[src/rtl/instr_decode.sv]
// RV32I decode stage: 32x32 register file with write-through bypass, immediate
// generation, main control decode and a retired-instruction counter.
module instr_decode #(
  parameter int XLEN  = 32,
  parameter int NREGS = 32,
  parameter int CNT_W = 64
) (
  input  logic             clk,
  input  logic             reset,
  input  logic [31:0]      Instruction_code,
  input  logic             wb_en,
  input  logic [4:0]       wb_addr,
  input  logic [XLEN-1:0]  wb_data,
  output logic [XLEN-1:0]  rs1_data,
  output logic [XLEN-1:0]  rs2_data,
  output logic [4:0]       rd_addr,
  output logic [XLEN-1:0]  imm,
  output logic [3:0]       alu_ctrl,
  output logic             alu_src,
  output logic             reg_write,
  output logic             mem_read,
  output logic             mem_write,
  output logic             branch,
  output logic             jump,
  output logic             illegal,
  output logic [CNT_W-1:0] instret
);

  typedef enum logic [6:0] {
    OP_R      = 7'b0110011,
    OP_IMM    = 7'b0010011,
    OP_LOAD   = 7'b0000011,
    OP_STORE  = 7'b0100011,
    OP_BRANCH = 7'b1100011,
    OP_LUI    = 7'b0110111,
    OP_AUIPC  = 7'b0010111,
    OP_JAL    = 7'b1101111,
    OP_JALR   = 7'b1100111
  } opcode_e;

  typedef enum logic [3:0] {
    ALU_ADD    = 4'd0,
    ALU_SUB    = 4'd1,
    ALU_SLL    = 4'd2,
    ALU_SLT    = 4'd3,
    ALU_SLTU   = 4'd4,
    ALU_XOR    = 4'd5,
    ALU_SRL    = 4'd6,
    ALU_SRA    = 4'd7,
    ALU_OR     = 4'd8,
    ALU_AND    = 4'd9,
    ALU_PASS_B = 4'd10
  } alu_op_e;

  localparam logic [6:0] F7_BASE = 7'b0000000;
  localparam logic [6:0] F7_ALT  = 7'b0100000;

  logic [6:0] opcode;
  logic [2:0] funct3;
  logic [6:0] funct7;
  logic [4:0] rs1_addr;
  logic [4:0] rs2_addr;

  assign opcode   = Instruction_code[6:0];
  assign rd_addr  = Instruction_code[11:7];
  assign funct3   = Instruction_code[14:12];
  assign rs1_addr = Instruction_code[19:15];
  assign rs2_addr = Instruction_code[24:20];
  assign funct7   = Instruction_code[31:25];

  // Immediate formats, all sign-extended from bit 31.
  logic [XLEN-1:0] imm_i;
  logic [XLEN-1:0] imm_s;
  logic [XLEN-1:0] imm_b;
  logic [XLEN-1:0] imm_u;
  logic [XLEN-1:0] imm_j;

  assign imm_i = {{(XLEN-12){Instruction_code[31]}}, Instruction_code[31:20]};
  assign imm_s = {{(XLEN-12){Instruction_code[31]}}, Instruction_code[31:25],
                  Instruction_code[11:7]};
  assign imm_b = {{(XLEN-13){Instruction_code[31]}}, Instruction_code[31], Instruction_code[7],
                  Instruction_code[30:25], Instruction_code[11:8], 1'b0};
  assign imm_u = XLEN'($signed({Instruction_code[31:12], 12'b0}));
  assign imm_j = {{(XLEN-21){Instruction_code[31]}}, Instruction_code[31], Instruction_code[19:12],
                  Instruction_code[20], Instruction_code[30:21], 1'b0};

  function automatic alu_op_e base_op(input logic [2:0] f3);
    case (f3)
      3'b000:  return ALU_ADD;
      3'b001:  return ALU_SLL;
      3'b010:  return ALU_SLT;
      3'b011:  return ALU_SLTU;
      3'b100:  return ALU_XOR;
      3'b101:  return ALU_SRL;
      3'b110:  return ALU_OR;
      default: return ALU_AND;
    endcase
  endfunction

  alu_op_e         alu_op;
  logic [XLEN-1:0] imm_sel;
  logic            src_imm;
  logic            wr_rd;
  logic            ld;
  logic            st;
  logic            br;
  logic            jmp;
  logic            bad;

  // NOTE: every signal written here gets a default first, so no path leaves one unassigned (no latches).
  always_comb begin
    alu_op  = ALU_ADD;
    imm_sel = '0;
    src_imm = 1'b0;
    wr_rd   = 1'b0;
    ld      = 1'b0;
    st      = 1'b0;
    br      = 1'b0;
    jmp     = 1'b0;
    bad     = 1'b0;
    case (opcode)
      OP_R: begin
        wr_rd = 1'b1;
        if (funct7 == F7_BASE) begin
          alu_op = base_op(funct3);
        end else if (funct7 == F7_ALT && funct3 == 3'b000) begin
          alu_op = ALU_SUB;
        end else if (funct7 == F7_ALT && funct3 == 3'b101) begin
          alu_op = ALU_SRA;
        end else begin
          bad = 1'b1;
        end
      end
      OP_IMM: begin
        wr_rd   = 1'b1;
        src_imm = 1'b1;
        imm_sel = imm_i;
        alu_op  = base_op(funct3);
        // Shift-immediates reuse imm[11:5] as funct7.
        if (funct3 == 3'b001 && funct7 != F7_BASE) begin
          bad = 1'b1;
        end else if (funct3 == 3'b101) begin
          if (funct7 == F7_ALT) begin
            alu_op = ALU_SRA;
          end else if (funct7 != F7_BASE) begin
            bad = 1'b1;
          end
        end
      end
      OP_LOAD: begin
        wr_rd   = 1'b1;
        ld      = 1'b1;
        src_imm = 1'b1;
        imm_sel = imm_i;
        bad     = (funct3 == 3'b011) || (funct3 == 3'b110) || (funct3 == 3'b111);
      end
      OP_STORE: begin
        st      = 1'b1;
        src_imm = 1'b1;
        imm_sel = imm_s;
        bad     = funct3[2] || (funct3[1:0] == 2'b11);
      end
      OP_BRANCH: begin
        br      = 1'b1;
        imm_sel = imm_b;
        alu_op  = ALU_SUB;
        bad     = (funct3 == 3'b010) || (funct3 == 3'b011);
      end
      OP_LUI: begin
        wr_rd   = 1'b1;
        src_imm = 1'b1;
        imm_sel = imm_u;
        alu_op  = ALU_PASS_B;
      end
      OP_AUIPC: begin
        wr_rd   = 1'b1;
        src_imm = 1'b1;
        imm_sel = imm_u;
      end
      OP_JAL: begin
        wr_rd   = 1'b1;
        jmp     = 1'b1;
        src_imm = 1'b1;
        imm_sel = imm_j;
      end
      OP_JALR: begin
        wr_rd   = 1'b1;
        jmp     = 1'b1;
        src_imm = 1'b1;
        imm_sel = imm_i;
        bad     = (funct3 != 3'b000);
      end
      default: bad = 1'b1;
    endcase
  end

  // An illegal encoding must never change architectural state.
  assign imm       = imm_sel;
  assign alu_ctrl  = alu_op;
  assign alu_src   = src_imm;
  assign illegal   = bad;
  assign reg_write = wr_rd & ~bad;
  assign mem_read  = ld & ~bad;
  assign mem_write = st & ~bad;
  assign branch    = br & ~bad;
  assign jump      = jmp & ~bad;

  logic [XLEN-1:0]  regs_q [NREGS];
  logic [XLEN-1:0]  regs_d [NREGS];
  logic [CNT_W-1:0] instret_q;
  logic [CNT_W-1:0] instret_d;

  always_comb begin
    regs_d = regs_q;
    if (wb_en && wb_addr != 5'd0) begin
      regs_d[wb_addr] = wb_data;
    end
  end

  assign instret_d = bad ? instret_q : instret_q + CNT_W'(1);

  // NOTE: the register file is built from flops and cleared by reset, so it cannot map onto a RAM macro.
  // NOTE: sequential state uses non-blocking assignments so all flops update together on the edge.
  always_ff @(posedge clk or posedge reset) begin
    if (reset) begin
      for (int k = 0; k < NREGS; k++) begin
        regs_q[k] <= '0;
      end
      instret_q <= '0;
    end else begin
      regs_q    <= regs_d;
      instret_q <= instret_d;
    end
  end

  assign instret = instret_q;

  // Write-through bypass lets a consumer see the value being written this cycle.
  always_comb begin
    if (rs1_addr == 5'd0) begin
      rs1_data = '0;
    end else if (wb_en && wb_addr == rs1_addr) begin
      rs1_data = wb_data;
    end else begin
      rs1_data = regs_q[rs1_addr];
    end
  end

  always_comb begin
    if (rs2_addr == 5'd0) begin
      rs2_data = '0;
    end else if (wb_en && wb_addr == rs2_addr) begin
      rs2_data = wb_data;
    end else begin
      rs2_data = regs_q[rs2_addr];
    end
  end

endmodule

[config.mk]
export PLATFORM = sky130hd
export DESIGN_NAME = instr_decode
export DESIGN_NICKNAME = d
export VERILOG_FILES = /design/src/rtl/instr_decode.sv
export SDC_FILE = /design/constraint.sdc
export NUM_CORES = 2
export LEC_CHECK = 0
export BUFFER_PORTS_ARGS = -buffer_cell sky130_fd_sc_hd__buf_2
export CORE_ASPECT_RATIO = 1.75
export CORE_UTILIZATION = 57
export DETAILED_ROUTE_END_ITERATION = 10
export GPL_TIMING_DRIVEN = 0
export PLACE_DENSITY = 0.8
export SLEW_MARGIN = 5
export SYNTH_ARGS = -nofsm -noshare
export SYNTH_HDL_FRONTEND = slang
export SYNTH_SLANG_ARGS = --single-unit
[constraint.sdc]
create_clock -name clk -period 32.2 [get_ports clk]
set_input_delay 3.22 -clock clk [delete_from_list [all_inputs] [get_ports clk]]
set_output_delay 3.22 -clock clk [all_outputs]
set_load 0.01 [all_outputs]
==> impl_metrics.tcl <==
set metrics [dict create \
    max_slew_margin_pct -11.3 \
    area_growth_pct 12.0 \
    yosysWarnings 0 \
    critPathMaxFanout 11 \
    htreeDepth 3 \
    synthXorXnorAreaFrac_pct 1.14 \
    seq_area_frac_synth_pct 46.5 \
    design.die.area_um2 104000 \
    grt_pass1_vias 45600 \
    outcome "finished, violations left" \
    min_period_ns 12.01 \
    met2_length_mm 109 \
    final_nets 4594 \
    clk_pin_slew_ns 0.06 \
    p_per_area_nw_per_um2 61.1 \
    synthMuxAreaShare_pct 40.0 \
    critical_path_class "primary input to primary output" \
    setup_slack_ns 20.19 \
    ant_nets 0 \
    finalMaxSlewViolations 116 \
    antenna_found_initial 27 \
    cts_resized 0 \
    crit_required_ns 28.98 \
    endpoint_kind "primary output" \
    cts.sinks 1088 \
    cts_buffer_depth 3 \
    ir_drop_v 0.0000519 \
    met3_wirelength_mm 34.4 \
    min_path_type "register to register" \
    total_power_mw 4.01 \
    synthAdderAreaFrac_pct 0.0214 \
    synth.distinct_cells 59 \
    die_w_um 244 \
    gp_congestion 1.10 \
    synth_top_cell_by_area "dfrtp_1" \
    dp_hpwl_mm 178 \
    drive_above_1_share_pct 45.2 \
    coreArea_um2 102000 \
    power_leakage_nw 28.8 \
    initial_core_util_pct 57.5 \
    drv_cap 17 \
    synthTopCellsByArea "dfrtp_1, mux2_2, mux4_2, clkbuf_1, mux2i_1" \
    drtIter0Drc 6744 \
    drt_pass1_iterations 9 \
    vias 46000 \
    synth_ff_type "dfrtp_1" \
    synth_seq_cells 1088 \
    grt_pass1_wl_mm 354 \
    critPathArrivalTime_ns 8.79 \
    post_cts_buffers 0 \
    fin_crit_sh_pct 37.3 \
    io_buffer_count 232 \
    setup_viol 0 \
    cts_tree "built" \
    violations "capacitance limit, slew limit" \
    die_h_um 426 \
    setup_tns_ns 0 \
    worst_pin_slew_ns 1.67 \
    drc_errors 0 \
    syn_nets 4224 \
    highest_layer "met5" \
    utilization_pct 64.4 \
    clock_latency_ns 0.82 \
    routed_wirelength_mm 254 \
    grtUsageTotal_pct 50.1 \
    syn_area_um2 58500 \
    wl_met1_mm 74.1 \
    skew_ns 0.0340 \
    netlist_instances 4151 \
    ios 248 \
    numCtsBuffers 101 \
    post-synth-top-count-cell "dfrtp_1" \
    synthTopCellsByCount "dfrtp_1, mux2_2, mux4_2" \
    worstSetupStartpointType "primary input" \
    synthArstFlopShare_pct 100 \
    fmax_mhz 83.3 \
    grt-ovfl-total 0 \
    synth_top_family_by_area "multiplexers" \
    rsz0062_at_grt "false" \
    cts-root-buf "clkbuf_16" \
    synth-compound-area-share_pct 4.96 \
    synth_top_area_share_pct 46.5 \
    synth_area_per_cell_um2 14.1 \
    wl_per_cell_um 42.6 \
    vias_per_cell 7.71 \
    num_rows 155 \
    timing.final.hold_violations 0 \
    synthSimpleGateAreaFrac_pct 4.05 \
    grt_max_degree 44 \
    hold_buffers 0 \
    dpl_worst_slack_ns 21.10 \
    synth-edff-count 0 \
    rrSetupSlack_ns 29.17 \
]
[final timing paths]
| check | start | to | cells past startpoint |
|---|---|---|---|
| max in group asynchronous | reset | regs_q[972] | 9 |
| worst max-delay path | Instruction_code[17] | rs1_data[13] | 9 |
| min in group asynchronous | reset | regs_q[166] | 2 |
| worst min register to register | instret[63] | instret[63] | 1 |
| worst min-delay path | instret[63] | instret[63] | 1 |
| worst max register to register | instret[9] | instret[59] | 7 |
[per-stage QoR]
step	hold WS (ns)	instance area, µm²	instances
finish	0.464	65500	5971
global route	0.498	65500	5939
CTS	0.470	65400	5932
detailed placement	0.461	62000	5750
global placement	0.452	61300	5717
floorplan	0.441	58500	4151
[flip-flops by register name, indices dropped and copies added (netlist names)]
name / count
instret: 64
regs_q: 1024
[logic make-up (layout without fill, tap and decap cells)]
kind of cell	count (synthesis)	after routing
mux	1618	1618
flops	1088	1088
simple gates	476	476
buf+inv	471	920
compound gates	421	421
xor+xnor	76	76
fa+ha+maj	1	1
other cells	0	37
[report_power, final]
part / switching [mW] / internal [mW]
Clock: 0.579 / 0.688
Sequential: 0.204 / 1.61
Combinational: 0.447 / 0.474
[final cells by class]
class	count	area, µm²
well taps	1334	1670
repair buffers	267	1830
flip-flops and latches	1088	27200
multi-input cells	2592	29400
clock inverters	38	475
inverters	25	97.6
fillers	7513	36300
plain buffers	446	1840
diodes	37	92.6
clock buffers	144	2880
[critical path: stages]
cell and delay [ns]:
clkbuf_1 0.30, buf_2 0.58, buf_2 0.64, buf_2 0.66, buf_1 0.65, clkbuf_1 0.97
o21ai_0 0.67, a31oi_1 0.75, buf_2 0.26
[cell usage in the layout (no fill, tap or decap), drive strengths merged, types with 23 or more instances in the layout]
cell type / Yosys / routed
a22oi: 59 / 59
clkinv: 0 / 23
dfrtp: 1088 / 1088
nand3: 87 / 87
a211oi: 55 / 55
a31oi: 42 / 42
o22ai: 24 / 24
nand2: 146 / 146
mux4: 473 / 473
a21oi: 86 / 86
inv: 25 / 27
mux2: 1047 / 1047
o21ai: 36 / 36
nor2b: 37 / 37
xor2: 51 / 51
nor3: 38 / 38
mux2i: 98 / 98
a22o: 49 / 49
buf: 155 / 415
nor2: 68 / 68
diode: 0 / 37
clkbuf: 291 / 442
xnor2: 25 / 25
[per-layer routing]
layer | track usage (%) | vias to the layer above
met5 | 1.12 | -
met4 | 55.7 | 28
met1 | 51.2 | 23300
met2 | 71.5 | 4381
met3 | 23.3 | 1653
li1 | - | 16600
(Power assumes the default switching activity.)
